===== config.mk =====
export PLATFORM = sky130hd
export DESIGN_NAME = dm_port_arbiter
export DESIGN_NICKNAME = d
export VERILOG_FILES = /design/src/rtl/dm_port_arbiter.sv
export SDC_FILE = /design/constraint.sdc
export NUM_CORES = 1
export LEC_CHECK = 0
export ABC_AREA = 1
export ABC_CLOCK_PERIOD_IN_PS = 2570
export CORE_ASPECT_RATIO = 1.2
export CORE_MARGIN = 3
export CORE_UTILIZATION = 45
export DETAILED_ROUTE_END_ITERATION = 10
export PLACE_DENSITY = 0.82
export SLEW_MARGIN = 20
export SYNTH_ARGS = -nofsm -noshare
export SYNTH_HDL_FRONTEND = slang
export SYNTH_SLANG_ARGS = --single-unit

===== constraint.sdc =====
create_clock -name clk -period 2.57 [get_ports clk]
set_clock_uncertainty 0.2 [all_clocks]
set_input_delay 0.3855 -clock clk [delete_from_list [all_inputs] [get_ports clk]]
set_output_delay 0.3855 -clock clk [all_outputs]
set_load 0.01 [all_outputs]

===== src/rtl/dm_port_arbiter.sv =====
// Shares one data-memory port between the two FAM lanes of the dual-issue core.
// On a same-cycle conflict the older lane goes first and the pipe stalls one cycle while the younger lane is served.
module dm_port_arbiter #(
    parameter int DATA_W = 32,
    parameter int ADDR_W = 32,
    parameter int CNT_W  = 32
) (
    input  logic              clk,
    input  logic              rst,

    input  logic              l0_req,
    input  logic              l0_we,
    input  logic [3:0]        l0_wea,
    input  logic [ADDR_W-1:0] l0_addr,
    input  logic [DATA_W-1:0] l0_wdata,
    input  logic              l0_num,
    output logic [DATA_W-1:0] l0_rdata,

    input  logic              l1_req,
    input  logic              l1_we,
    input  logic [3:0]        l1_wea,
    input  logic [ADDR_W-1:0] l1_addr,
    input  logic [DATA_W-1:0] l1_wdata,
    input  logic              l1_num,
    output logic [DATA_W-1:0] l1_rdata,

    output logic [ADDR_W-1:0] dm_addr,
    output logic [3:0]        dm_wea,
    output logic [DATA_W-1:0] dm_wdata,
    input  logic [DATA_W-1:0] dm_rdata,

    output logic              stop,
    output logic [CNT_W-1:0]  conflict_cnt
);

    typedef enum logic {
        IDLE   = 1'b0,
        SECOND = 1'b1
    } state_t;

    state_t state_reg, state_next;

    logic [DATA_W-1:0] hold_rdata_reg;
    logic [ADDR_W-1:0] lat_addr_reg;
    logic [DATA_W-1:0] lat_wdata_reg;
    logic [3:0]        lat_wea_reg;
    logic              lat_we_reg;
    logic              lat_sel_reg;
    logic [CNT_W-1:0]  conflict_cnt_reg;

    // Per-lane views so lane selection is a simple index.
    logic [1:0]        lane_req;
    logic [1:0]        lane_we;
    logic [3:0]        lane_wea   [2];
    logic [ADDR_W-1:0] lane_addr  [2];
    logic [DATA_W-1:0] lane_wdata [2];
    logic [DATA_W-1:0] lane_rdata [2];

    assign lane_req      = {l1_req, l0_req};
    assign lane_we       = {l1_we, l0_we};
    assign lane_wea[0]   = l0_wea;
    assign lane_wea[1]   = l1_wea;
    assign lane_addr[0]  = l0_addr;
    assign lane_addr[1]  = l1_addr;
    assign lane_wdata[0] = l0_wdata;
    assign lane_wdata[1] = l1_wdata;

    logic conflict;
    logic older_id;
    logic younger_id;
    logic serve_id;

    // Tags differing means the lane tagged 0 is older; equal tags default to lane 0.
    assign older_id   = (l0_num != l1_num) & l0_num;
    assign younger_id = ~older_id;
    assign conflict   = lane_req[0] & lane_req[1];
    assign serve_id   = conflict ? older_id : (lane_req[1] & ~lane_req[0]);

    always_comb begin
        state_next = state_reg;
        dm_addr    = '0;
        dm_wea     = '0;
        dm_wdata   = '0;
        stop       = 1'b0;
        if (rst) begin
            state_next = IDLE;
        end else begin
            case (state_reg)
                IDLE: begin
                    dm_addr  = lane_addr[serve_id];
                    dm_wdata = lane_wdata[serve_id];
                    if (lane_req[serve_id] && lane_we[serve_id]) begin
                        dm_wea = lane_wea[serve_id];
                    end
                    if (conflict) begin
                        stop       = 1'b1;
                        state_next = SECOND;
                    end
                end
                SECOND: begin
                    dm_addr    = lat_addr_reg;
                    dm_wdata   = lat_wdata_reg;
                    dm_wea     = lat_we_reg ? lat_wea_reg : 4'b0000;
                    state_next = IDLE;
                end
                default: state_next = IDLE;
            endcase
        end
    end

    // In SECOND the lane that is not being served gets the data captured during the stall.
    for (genvar gi = 0; gi < 2; gi++) begin : g_lane_rdata
        localparam logic LANE_ID = 1'(gi);
        always_comb begin
            lane_rdata[gi] = dm_rdata;
            if (rst) begin
                lane_rdata[gi] = '0;
            end else if (state_reg == SECOND && lat_sel_reg != LANE_ID) begin
                lane_rdata[gi] = hold_rdata_reg;
            end
        end
    end

    assign l0_rdata     = lane_rdata[0];
    assign l1_rdata     = lane_rdata[1];
    assign conflict_cnt = conflict_cnt_reg;

    always_ff @(posedge clk) begin
        if (rst) begin
            state_reg        <= IDLE;
            hold_rdata_reg   <= '0;
            lat_addr_reg     <= '0;
            lat_wdata_reg    <= '0;
            lat_wea_reg      <= '0;
            lat_we_reg       <= 1'b0;
            lat_sel_reg      <= 1'b0;
            conflict_cnt_reg <= '0;
        end else begin
            state_reg <= state_next;
            if (state_reg == IDLE && conflict) begin
                hold_rdata_reg   <= dm_rdata;
                lat_addr_reg     <= lane_addr[younger_id];
                lat_wdata_reg    <= lane_wdata[younger_id];
                lat_wea_reg      <= lane_wea[younger_id];
                lat_we_reg       <= lane_we[younger_id];
                lat_sel_reg      <= younger_id;
                conflict_cnt_reg <= conflict_cnt_reg + {{(CNT_W-1){1'b0}}, 1'b1};
            end
        end
    end

endmodule


==> results of run 1 <==
-- layout make-up --
| cell class | count | area share (%) |
|---|---|---|
| Timing Repair Buffer | 421 | 31.90 |
| Antenna cell | 1 | 0.01864 |
| Tap cell | 252 | 2.349 |
| Multi-Input combinational cell | 1064 | 37.29 |
| Sequential cell | 135 | 20.17 |
| Inverter | 123 | 3.551 |
| Clock buffer | 21 | 3.430 |
| Clock inverter | 9 | 1.296 |
-- synthesized netlist by cell type, types with 8 or more instances --
| master | n | share of area, % |
|---|---|---|
| dfxtp_1 | 135 | 31 |
| buf_2 | 43 | 2.5 |
| o21ai_0 | 176 | 10 |
| nand2_1 | 344 | 15 |
| buf_4 | 10 | 0.87 |
| inv_1 | 120 | 5.2 |
| a31oi_1 | 67 | 4.9 |
| buf_1 | 8 | 0.35 |
| clkbuf_1 | 47 | 2.0 |
| nand3_1 | 94 | 5.5 |
| a21oi_1 | 19 | 1.1 |
| nand4_1 | 15 | 1.1 |
| nor2_1 | 249 | 11 |
| o211ai_1 | 64 | 5.6 |
-- metrics by stage --
| step | std cells | power, uW | hold slack [ns] |
|---|---|---|---|
| after global placement | 1966 | 3794 | 0.2527 |
| after floorplan | 1431 | 2980 | 0.2448 |
| after CTS | 2016 | 6483 | 0.2690 |
| after global routing | 2026 | 6755 | 0.2947 |
| final | 2026 | 6487 | 0.2702 |
| after detailed placement | 1966 | 3812 | 0.2609 |
-- per-layer routing --
| layer | share of wire (%) | up-vias |
|---|---|---|
| met2 | 48 | 595 |
| met3 | 8.3 | 101 |
| met4 | 4.5 | 0 |
| li1 | - | 5383 |
| met1 | 39 | 5029 |
| met5 | 0 | - |
-- cell families after synthesis --
family | share of synthesized area (%)
simple gates | 34.61
compound gates | 22.15
buf+inv | 11.24
flops | 31.34
xor+xnor | 0.5077
fa+ha+maj | 0.1451
-- power by group through the flow --
stage | clock (uW) | combinational (uW) | sequential (uW)
floorplan | 0 | 682 | 2300
global placement | 0 | 1480 | 2310
detailed placement | 0 | 1500 | 2320
CTS | 2710 | 1490 | 2270
global route | 2800 | 1660 | 2290
finish | 2680 | 1530 | 2280
-- worst paths after layout --
path | start | endpoint | cells after the start
min reg2reg | lat_addr_reg[29] | lat_addr_reg[29] | 2
max | state_reg | l1_rdata[8] | 9
min | lat_addr_reg[29] | lat_addr_reg[29] | 2
max reg2reg | state_reg | lat_addr_reg[29] | 6
-- what timing repair did --
item / CTS / global route
pin swaps: 28 / 9
setup endpoints to repair: 128 / 102
gates cloned: 5 / 3
setup buffers: 16 / 6
resized for setup: 277 / 45
-- cell usage in the layout (no fill, tap or decap), types with 3 or more instances in the layout --
master           Yosys  final
nor2_4               5      6
buf_16               0      4
clkbuf_16            0     20
dlygate4sd2_1        0     43
nor2_1             249    246
o211ai_1            64     64
nand2_2              2      3
xor2_1               4      4
clkdlybuf4s50_1      0    215
o21ai_0            176    175
nand4_1             15     15
clkdlybuf4s15_2      0     10
clkdlybuf4s15_1      0     20
bufinv_16            0      5
nor2_2               5      7
dlymetal6s2s_1       0     14
clkbuf_2             0      4
a21oi_1             19     18
nand3_1             94     92
buf_8                0      5
buf_4               10     44
inv_2                2      3
nand3_2              1      3
clkinv_2             0      3
buf_2               43     33
dfxtp_1            135    133
nor3_1               6      6
buf_12               0     20
a31oi_1             67     67
buf_6                1      5
nand2_1            344    341
inv_1              120    117
-- worst max-delay path, cell delays in order (launching register included) --
cell and delay [ns]:
dfxtp_4 0.36, inv_4 0.05, nor2_4 0.14, buf_12 0.13
inv_1 0.07, buf_8 0.13, buf_4 0.16, nor2_1 0.09
nor2_1 0.05, dlygate4sd2_1 0.31
==> flow_summary.toml, run 1 <==
[synthesis]
synthCells = 1431
async_reset_ff_share_pct = 0
ys_types = 33
synthFlopType = "dfxtp_1"
postSynthNetCount = 1608
ys_seq_elements = 135
synth-seq-area-share_pct = 31.34
synth_area_per_cell_um2 = 6.027
synth_edf_count = 0
ys_warn_count = 0
syn_area_um2 = 8625

[sta]
tightest_slew_ns = 0.8735
fmax_mhz = 400.8
slew_headroom_pct = 41.76
setup_ws_ns = 0.07513
setup_tns_ns = 0
hold_viol_final = 0
slew_violations = 0
finalSetupViolCount = 0
post-route-period-util_pct = 97.08
min_period_ns = 2.495

[die]
die-area_um2 = 20870
start_util_pct = 46.59
dieWidth_um = 132.4
num_io_pins = 341
die_height_um = 157.7
rows = 54
coreArea_um2 = 18510

[global_route]
globalRouteOverflowTotal = 0
use_met3_pct = 7.025
grt_use_total_pct = 30.20
use_met2_pct = 51.13
grtUsageMet1_pct = 36.04
grt_pass1_vias = 10490
grt_pass1_wl_um = 52280
busiest_layer = "met2"
antenna_found_initial = 1
grt_max_degree = 85

[route]
wire_per_inst_um = 16.55
ant_nets = 0
drt_pre_antenna_iters = 6
drtIter0Drc = 1112
routed_wl_um = 33540
vias = 11110
drc = 0
via_per_inst = 5.483

[place]
place.gp.congestion = 0.9083
hpwl_um = 22470
place_area_um2 = 12440
pre_cts_slack_ns = -0.4088
io_buffer_count = 340

[cells_and_area]
layout-drive-gt1-share_pct = 10.66
final_design_area_no_fill_um2 = 13420
seqCellArea_um2 = 2708
fill_cells = 1583
final_util_pct = 72.51
syn2layout_area_growth_pct = 55.64
multi_input_area_um2 = 5005
nets = 1939

[critical_path]
crit_type = "reg2out"
worstSetupEndpointType = "primary output"
cp_max_fo = 8
cp-start-kind = "flip-flop"
r2r_slack_ns = 0.59
critical_path_required_ns = 1.98
cp.arrival_ns = 1.91

[hold_path]
hp-class = "reg2reg"

[power_and_ir_drop]
intPower_uw = 4727
vdd_ir_drop_max_uv = 459.9
pwr-share-clk_pct = 41.3
p_seq_share_pct = 35.1
p_per_area_nw_per_um2 = 483.3
p_leak_uw = 0.006451
p_sw_share_pct = 27.13
p_sw_uw = 1760
combPwrFrac_pct = 23.6

[outcome]
status = "finished, final reports clean"

[cts]
cts_buffers = 17
insertion_delay_ns = 0.42
cts-htree-levels = 4
cts_root_buffer = "clkbuf_16"
ctsHoldBuffers = 0
cts.clk_slew.worst_paths_ns = 0.06
clkSinkCount = 135
cts_tree = "built"
max-clock-path-buffers = 2

[flow_run]
drv_cap = 0
No activity file was read; power rests on OpenSTA's default activity.
==> run 2: changes to the inputs <==
Settings changed: CELL_PAD_IN_SITES_DETAIL_PLACEMENT from default to 0, CELL_PAD_IN_SITES_GLOBAL_PLACEMENT from default to 1, CORE_UTILIZATION 45 to 32, PLACE_DENSITY 0.82 to default, PLACE_DENSITY_LB_ADDON from default to 0.1.
==> flow_summary.toml, run 2 (same netlist as run 1, synthesis figures left out) <==
[sta]
post-route-period-util_pct = 97.11
setup_tns_ns = 0
finalSetupViolCount = 0
min_period_ns = 2.496
tightest_slew_ns = 0.8892
rsz0062_at_grt = "no"
slew_violations = 0
hold_viol_final = 0
slew_headroom_pct = 40.72
setup_ws_ns = 0.07417
fmax_mhz = 400.7

[route]
drt_pre_antenna_iters = 5
wire_per_inst_um = 16.54
drc = 0
ant_nets = 0
drtIter0Drc = 666
vias = 10460
routed_wl_um = 34690
via_per_inst = 4.989

[cells_and_area]
layout-drive-gt1-share_pct = 11.53
nets = 1924
final_design_area_no_fill_um2 = 13200
mostFrequentLayoutCells = "nand2_1 (336), nor2_1 (248), clkdlybuf4s50_1 (205)"
final_util_pct = 49.93
final_common_cell = "nand2_1"
syn2layout_area_growth_pct = 53.03

[hold_path]
min_from = "lat_addr_reg[19]"
hold_path_depth = 2
hp-class = "reg2reg"
hold-path-endpoint = "lat_addr_reg[19]"

[critical_path]
cp-start-kind = "flip-flop"
worstSetupEndpointType = "primary output"
critical_path_required_ns = 1.98
r2r_slack_ns = 0.65
cp.arrival_ns = 1.91
r2r.worst_path.cells = 8
r2r_start = "state_reg"
crit_path_cell_trace = "nand2_1 > inv_2 > bufbuf_16 > o21ai_0 > nor2_1 > dlygate4sd2_1"
cp_max_fo = 16
reg2reg_to = "conflict_cnt[21]"
crit_type = "reg2out"
max_stage_delay_ns = 0.36
slowest_stage = "dfxtp_2"

[global_route]
grt_pass1_vias = 9896
grt_pass1_wl_um = 53770
grt_max_degree = 75
grt_use_total_pct = 23.12
antenna_found_initial = 4
globalRouteOverflowTotal = 0

[place]
place.gp.congestion = 0.8231
hpwl_um = 23330
pre_cts_slack_ns = -0.4177
io_buffer_count = 340
place_area_um2 = 12550

[die]
rows = 65
die-area_um2 = 28970
num_io_pins = 341
dieWidth_um = 155.9
start_util_pct = 32.63
die_height_um = 185.8
coreArea_um2 = 26430

[power_and_ir_drop]
vdd_ir_drop_max_uv = 331.1
pwr-share-clk_pct = 41.4
p_seq_share_pct = 35.7
p_sw_share_pct = 28.60
p_sw_uw = 1823
p_leak_uw = 0.006299
combPwrFrac_pct = 22.9
p_per_area_nw_per_um2 = 482.9
intPower_uw = 4550

[outcome]
status = "finished, final reports clean"

[cts]
insertion_delay_ns = 0.43
cts.clk_slew.worst_paths_ns = 0.06
ctsHoldBuffers = 0
clkSinkCount = 135
cts_root_buffer = "clkbuf_16"
max-clock-path-buffers = 2
cts_tree = "built"
cts-htree-levels = 4
cts_buffers = 17

[flow_run]
drv_cap = 0
[run 2: how the worst max path moves through the flow]
stage	from	endpoint	slack (ns)	depth (start not counted)
2_1_floorplan	rst	dm_addr[30]	0.68	6
3_3_place_gp	l0_num	dm_addr[16]	-0.40	12
3_5_place_dp	l0_num	dm_addr[16]	-0.42	12
4_1_cts	l1_num	dm_wdata[7]	-0.09	13
5_1_grt	l0_req	dm_wea[0]	0.0007	9
6_report	state_reg	l0_rdata[2]	0.07	6
[run 2: routing by layer]
| metal | wire [um] | vias up | GRT usage (%) |
|---|---|---|---|
| met5 | 37 | - | 0 |
| met3 | 2302 | 51 | 5.674 |
| met1 | 14930 | 4716 | 29.33 |
| met4 | 916 | 6 | 7.880 |
| li1 | - | 5352 | - |
| met2 | 16500 | 337 | 38.39 |
[run 2: power by group through the flow]
stage	Sequential, uW	Combinational [uW]	Clock [uW]
floorplan	2300	682	0
global placement	2320	1510	0
detailed placement	2320	1520	0
CTS	2270	1460	2690
global route	2290	1610	2790
finish	2270	1460	2640
[run 2: cell type report]
class / count / area (um^2)
clock buffer: 22 / 484.2
antenna: 2 / 5.005
sequential: 135 / 2705
inverter: 123 / 480.5
fill: 2723 / 13230
clock inverter: 10 / 142.6
tap: 335 / 419.2
timing repair buffer: 406 / 3949
multi-input combinational: 1064 / 5012
[run 2: what timing repair did]
item	4_1_cts	5_1_grt
resized for setup	319	43
pin swaps	3	3
hold endpoints to repair	0	0
cloned	5	2
setup buffers	11	3
setup endpoints to repair	133	63
[run 2: stage by stage]
step                hold WS (ns)  instances  total power, uW
detailed placement        0.2590       2044             3834
floorplan                 0.2448       1431             2980
CTS                       0.2679       2092             6429
global placement          0.2535       2044             3829
global route              0.2981       2096             6685
finish                    0.2664       2097             6373
[run 2: critical path, delay by kind of cell, from the launching register on]
kind | cells | cell delay [ns]
buf+inv | 3 | 0.70
flops | 1 | 0.36
simple gates | 2 | 0.34
compound gates | 1 | 0.08
==> run 3: changes to the inputs <==
Settings changed: SKIP_LAST_GASP from default to 1.
==> flow_summary.toml, run 3 (same netlist as run 1, synthesis figures left out) <==
[place]
place.gp.congestion = 0.8231
io_buffer_count = 340
hpwl_um = 23330

[power_and_ir_drop]
vdd_ir_drop_max_uv = 331.9
p_per_area_nw_per_um2 = 479.6
p_leak_uw = 0.006413

[cells_and_area]
nets = 1928
syn2layout_area_growth_pct = 54.45
final_common_cell = "nand2_1"
layout-drive-gt1-share_pct = 10.49
mostFrequentLayoutCells = "nand2_1 (341), nor2_1 (248), clkdlybuf4s50_1 (203)"

[critical_path]
crit_type = "reg2out"
critical_path_required_ns = 1.98
cp.arrival_ns = 1.94
r2r_start = "state_reg"
startpoint = "state_reg"
r2r_slack_ns = 0.65
worstSetupEndpointType = "primary output"
cp_max_fo = 10
cp-start-kind = "flip-flop"

[global_route]
grt_pass1_vias = 9905
globalRouteOverflowTotal = 0
grt_max_degree = 75
grt_pass1_wl_um = 53820
antenna_found_initial = 4
grt_use_total_pct = 23.13

[sta]
timing.hold.ws_ns = 0.2663
finalSetupViolCount = 0
setup_tns_ns = 0
hold_viol_final = 0
post-route-period-util_pct = 98.26
slew_violations = 0
min_period_ns = 2.525
slew_headroom_pct = 41.37
fmax_mhz = 396.0
tightest_slew_ns = 0.8795
rsz0062_at_grt = "yes"

[outcome]
status = "finished, final reports clean"

[die]
start_util_pct = 32.63
rows = 65
num_io_pins = 341
coreArea_um2 = 26430
die_height_um = 185.8
dieWidth_um = 155.9
die-area_um2 = 28970

[cts]
cts.clk_slew.worst_paths_ns = 0.06
cts_root_buffer = "clkbuf_16"
clkSinkCount = 135
cts_tree = "built"
ctsHoldBuffers = 0
cts_buffers = 17
insertion_delay_ns = 0.43
cts-htree-levels = 4
max-clock-path-buffers = 2

[hold_path]
min_from = "lat_addr_reg[19]"
hp-class = "reg2reg"

[route]
routed_wl_um = 34950
drtIter0Drc = 625
drt_pre_antenna_iters = 5
ant_nets = 0
via_per_inst = 4.995
wire_per_inst_um = 16.64
vias = 10490
drc = 0

[flow_run]
drv_cap = 0
-- run 3: changes by cell type in the layout (fill, tap and decap cells not counted), sizes merged --
cell           previous run  this run
clkdlybuf4s15             4        12
dlygate4sd2              63        64
clkbuf                   40        43
clkdlybuf4s50           205       203
diode                     2         1
dlymetal6s2s              2        10
buf                     110        96
-- run 3: area by class of cell --
class / count / area [um^2]
Antenna cell: 1 / 2.502
Clock buffer: 22 / 484.2
Clock inverter: 10 / 142.6
Fill cell: 2707 / 13110
Inverter: 123 / 480.5
Multi-Input combinational cell: 1064 / 4980
Sequential cell: 135 / 2705
Tap cell: 335 / 419.2
Timing Repair Buffer: 410 / 4106
-- run 3: critical path: stages (launching register included) --
cell,delay [ns]
dfxtp_2,0.36
inv_4,0.07
nor2_4,0.14
buf_12,0.13
clkinvlp_4,0.09
buf_4,0.14
buf_6,0.13
nor2_1,0.10
nor2_1,0.06
dlygate4sd2_1,0.28
-- run 3: final timing paths --
path,end,cells after the start
hold reg to reg,lat_addr_reg[19],2
setup reg to reg,conflict_cnt[21],8
setup / recovery,l1_rdata[9],9
hold / removal,lat_addr_reg[19],2
-- run 3: routing by layer --
| metal | up-vias | wire, um | global-route usage, % |
|---|---|---|---|
| met2 | 323 | 16590 | 38.39 |
| li1 | 5358 | - | - |
| met3 | 49 | 2222 | 5.674 |
| met5 | - | 37 | 0 |
| met1 | 4753 | 15200 | 29.37 |
| met4 | 6 | 897 | 7.880 |
-- run 3: per-stage QoR --
step                      instance area [um^2]  setup slack, ns  utilization [%]  instances  power (uW)
after detailed placement                 12550          -0.4177            47.50       2044        3834
after global routing                     13320         -0.04070            50.40       2100        6704
after CTS                                13240          -0.1354            50.08       2092        6436
after global placement                   12550          -0.3980            47.50       2044        3829
after floorplan                           8625           0.6801                -       1431        2980
final                                    13320          0.04466            50.40       2100        6389
-- run 3: power breakdown --
group / internal, uW / switching [uW]
clock: 1630 / 1000
combinational: 726 / 753
sequential: 2210 / 65.8
-- run 3: repair_timing --
action,4_1_cts,5_1_grt
endpoints found under the setup margin,133,69
pin swaps,3,3
resized for setup,257,57
setup buffers,11,4
gates cloned,5,3
==> RTL change 1: new RTL, config.mk and constraints of run 1 <==
Set the parameter `CNT_W` to 28 (it was 32).
--- a/src/rtl/dm_port_arbiter.sv
+++ b/src/rtl/dm_port_arbiter.sv
@@ -5,3 +5,3 @@
     parameter int ADDR_W = 32,
-    parameter int CNT_W  = 32
+    parameter int CNT_W  = 28
 ) (
Interface: changed (resized conflict_cnt); port bits go from 341 to 337. No check against the original RTL was run, so the function may have changed too.
==> RTL change 1 against run 1 <==
- cell count decreased by 5.1%
- via count decreased by 3.4%
- first-iteration DRC count decreased by 7.9%
- worst setup slack improved by 37 ps
- area after synthesis decreased by 5.2%
- clock power decreased by 12%
- sequential cell count decreased by 4
- cell area decreased by 3.6%
- fmax increased by 1.5%
- power decreased by 5.9%
- wire length decreased by 3.7%
- critical endpoint is now dm_addr[15]
- largest power group unchanged
- highest routed layer unchanged
==> RTL change 1: results (changes against run 1) <==
Synthesis
  • Cells after Synth: 1,382 (-3.4%)
  • Yosys cell types: 23 (-30%)
  • Synth top cells by count: 345 x nand2_1, 253 x nor2_1, 173 x o21ai_0, 131 x dfxtp_1, 103 x inv_1
  • Synth top area cells: dfxtp_1 32%, nand2_1 16%, nor2_1 12%
  • Post-Syn Nets: 1,559 (-3.0%)

Placed design
  • Dpl hpwl: 20.6 mm (-8.2%)
  • Area after DPL: 11,900 µm² (-4.5%)
  • Gpl congestion: 0.910 (+0.22%)
  • Placed insts: 1,868 (-5.0%)
  • Dpl ws: -472 ps (-62.7 ps)

Worst setup path
  • Crit-path max FO: 36 (+28)
  • R2R Setup Slk: 310 ps (-280 ps)
  • Worst r2r path cells: 9 (+3)
  • Worst reg2reg endpoint: conflict_cnt[10]

Timing
  • Worst Tran Pin Value: 580 ps (-293 ps)
  • Final hold slack: 266 ps (-3.71 ps)

GRT
  • Total GRT Usage: 31.3% (+1.1 points)
  • Vias in the first global route: 10,100 (-3.3%)

Pwr
  • Leak pwr: 6.53 nW (+1.2%)

Final layout
  • Area added between synthesis and finish: 58.3%
  • Fillcell total: 1,504 (-5.0%)
  • Layout cell share with drive strength beyond 1: 6.93% (-3.7 points)

Routing
  • DR vias: 10,700 (-3.4%)
  • WL per Instance: 16.8 µm (+1.5%)

Run status
  • Status: completed

Hold path
  • Min-Delay Endpoint: lat_addr_reg[22]
  • Hold Startpoint: lat_addr_reg[22]
==> RTL change 1: timing repair <==
item / CTS / global route
resized for setup: 154 / 45
setup endpoints to repair: 131 / 71
gates cloned: 9 / 2
buffers inserted: 11 / 0
pin swaps: 6 / 4
==> RTL change 1: kinds of logic (layout without fill, tap and decap cells) <==
logic type | after synthesis | count (layout) | synth area share (%)
other cells | 0 | 1 | 0
simple gates | 713 | 713 | 34.9
compound gates | 325 | 325 | 22.9
fa+ha+maj | 1 | 1 | 0.153
flops | 131 | 131 | 32.1
buf+inv | 212 | 532 | 10.0
==> RTL change 1: worst max path at each step <==
| stage | end | slack, ps | cells past startpoint |
|---|---|---|---|
| floorplan | dm_wdata[10] | 610 | 9 |
| global placement | dm_wdata[20] | -450 | 9 |
| detailed placement | dm_wdata[29] | -470 | 9 |
| CTS | l0_rdata[24] | -10 | 6 |
| global route | dm_addr[19] | 4 | 8 |
| finish | dm_addr[15] | 110 | 7 |
==> RTL change 1: final cells by class <==
type	count	share of cell area (%)
antenna	1	0.0193
clock buffer	18	3.39
clock inverter	14	1.01
inverter	105	3.10
multi-input combinational	1039	37.0
sequential	131	20.3
tap	220	2.13
timing repair buffer	395	33.1
==> RTL change 1: power by group <==
group | leakage (nW) | switching [mW] | total (mW) | internal [mW]
logic | 5.19 | 0.755 | 1.52 | 0.764
clock network | 0.269 | 1.00 | 2.37 | 1.37
registers | 1.08 | 0.0709 | 2.22 | 2.14
total | 6.53 | 1.83 | 6.10 | 4.28
==> RTL change 1: layer usage <==
metal  up-vias  track usage, %  part of all wire (%)
li1       5203               -                     -
met1      4861            36.3                    38
met4         0            15.1                   4.7
met3       105            7.92                   8.8
met5         -               0                     0
met2       562            53.2                    49
==> RTL change 2: new RTL, flow settings as in run 1 <==
Without the edit above. Reset style: asynchronous (`rst`), changed in one clocked block.
--- a/src/rtl/dm_port_arbiter.sv
+++ b/src/rtl/dm_port_arbiter.sv
@@ -127,3 +127,3 @@
 
-    always_ff @(posedge clk) begin
+    always_ff @(posedge clk or posedge rst) begin
         if (rst) begin
Formal check against the unedited RTL: differs if rst is asserted again (counterexample within 4 cycles, from zero or initial values and one cycle with rst high); with rst held inactive, the same outputs for 4 cycles.
==> RTL change 2 against run 1 <==
- the flow now finishes with violations (setup timing)
- sequential cell count unchanged
- area after synthesis increased by 3.8%
- non-clock buffer count decreased by 8
- count of clock-buffer cells in the layout decreased by 3
- combinational power increased by 20%
- critical path depth decreased by 4
- via count decreased by 3.8%
- worst setup slack got worse by 130 ps
- register-to-register slack got worse by 120 ps
- cell area increased by 1.1%
- die area increased by 3.7%
- wire length increased by 1.6%
- power increased by 4.1%
- core utilization decreased by 1.8 points
==> RTL change 2: results (changes against run 1) <==
Synthesis
  • Seq/Total Area, Yosys: 37.7% (+6.4 points)
  • Asr flop ratio synth: 100% (+100 points)
  • Synth top area cells: dfrtp_1 38%, nand2_1 10%, nand3_1 8.3%
  • Post-Synth Adder-Cell Area: 0.140% (-0.0054 points)
  • Average size of a mapped cell: 6.89 µm² (+14%)
  • Synth Area in Compound Gates: 21.1% (-1.0 points)
  • Synth top cells by count: 242 x nand2_1, 158 x nor2_1, 149 x nand3_1, 148 x inv_1, 135 x dfrtp_1

GRT
  • Largest net degree at the start of global routing: 129 (+52%)
  • Vias in the first global route: 9,924 (-5.4%)
  • First-pass GRT wire length: 52.6 mm (+0.61%)
  • Initial antenna violation count: 3 (+2)

Placed design
  • Placed insts: 1,847 (-6.1%)
  • Dpl ws: -469 ps (-60.3 ps)
  • Gpl congestion: 0.877 (-3.4%)
  • Area after DPL: 12,800 µm² (+2.7%)
  • Dpl hpwl: 22.8 mm (+1.3%)

Timing
  • Final hold slack: 48.9 ps (-221 ps)
  • Setup TNS: -619 ps (-619 ps)
  • Final setup fails: 24 (+24)
  • Worst setup margin: -59.1 ps (-134 ps)
  • Slew margin rel.: 38.9% (-2.8 points)

Routing
  • Initial DRC Count: 967 (-13%)
  • Detailed Route WL: 34.1 mm (+1.6%)
  • Drt first pass iters: 5 (-1)

Pwr
  • VDD IR-drop max: 0.409 mV (-11%)
  • Leak pwr: 6.77 nW (+5.0%)

Final layout
  • Layout cell share with drive strength beyond 1: 9.79% (-0.87 points)
  • Post-route insts no fill: 1,903 (-6.1%)
  • Fillcell total: 1,584 (+0.063%)

Worst setup path
  • Crit-path max FO: 10 (+2)
  • Critical R2R Launch: state_reg
  • CP endpoint: l0_rdata[15]
  • R2R Setup Slk: 470 ps (-120 ps)
  • Worst r2r path cells: 7 (+1)

Run status
  • Status: finished, violations left
  • Failing checks: setup timing
## RTL change 2: changes by cell type after synthesis, sizes merged, moves of 4 or more
cell / run 1 / this run
xnor2: 1 / 12
clkbuf: 47 / 37
a211oi: 0 / 64
inv: 122 / 150
nor2: 259 / 166
nor3: 7 / 3
dfxtp: 135 / 0
nand2: 346 / 248
nand3: 96 / 149
o22ai: 0 / 7
dfrtp: 0 / 135
a21oi: 19 / 6
a31oi: 67 / 0
## RTL change 2: repair_timing
item / in CTS / in global routing
resized for setup: 180 / 51
hold endpoints to repair: 35 / 0
setup buffers: 8 / 1
hold buffers: 9 / 0
pin swaps: 7 / 5
setup endpoints to repair: 130 / 109
gates cloned: 3 / 1
## RTL change 2: layer usage
layer / vias up / global-route usage [%] / wire length [µm] / share of wire (%)
met5: - / 0 / 0 / 0
met1: 5028 / 36.6 / 13000 / 38
met3: 87 / 5.55 / 2720 / 8.0
met2: 555 / 50.6 / 17000 / 50
met4: 0 / 14.1 / 1410 / 4.1
li1: 5017 / - / - / -
## RTL change 2: where the power goes
part / internal (mW) / total, mW / switching [mW]
clock network: 1.28 / 2.31 / 1.03
logic: 0.886 / 1.83 / 0.941
registers: 2.41 / 2.61 / 0.204
total: 4.58 / 6.75 / 2.18
## RTL change 2: final cells by class
type / count / area (µm²) / area share [%]
diodes: 3 / 7.51 / 0.0553
flip-flops and latches: 135 / 3380 / 24.9
repair buffers: 413 / 4100 / 30.2
clock inverters: 14 / 115 / 0.848
inverters: 150 / 577 / 4.25
multi-input cells: 914 / 4640 / 34.2
clock buffers: 18 / 439 / 3.24
well taps: 256 / 320 / 2.36
## RTL change 2: critical path, stage by stage (launching register included)
cell and delay, ps:
dfrtp_1 430, nand2_2 180, buf_4 200, nor2_1 50, a211oi_1 190, clkdlybuf4s50_1 580
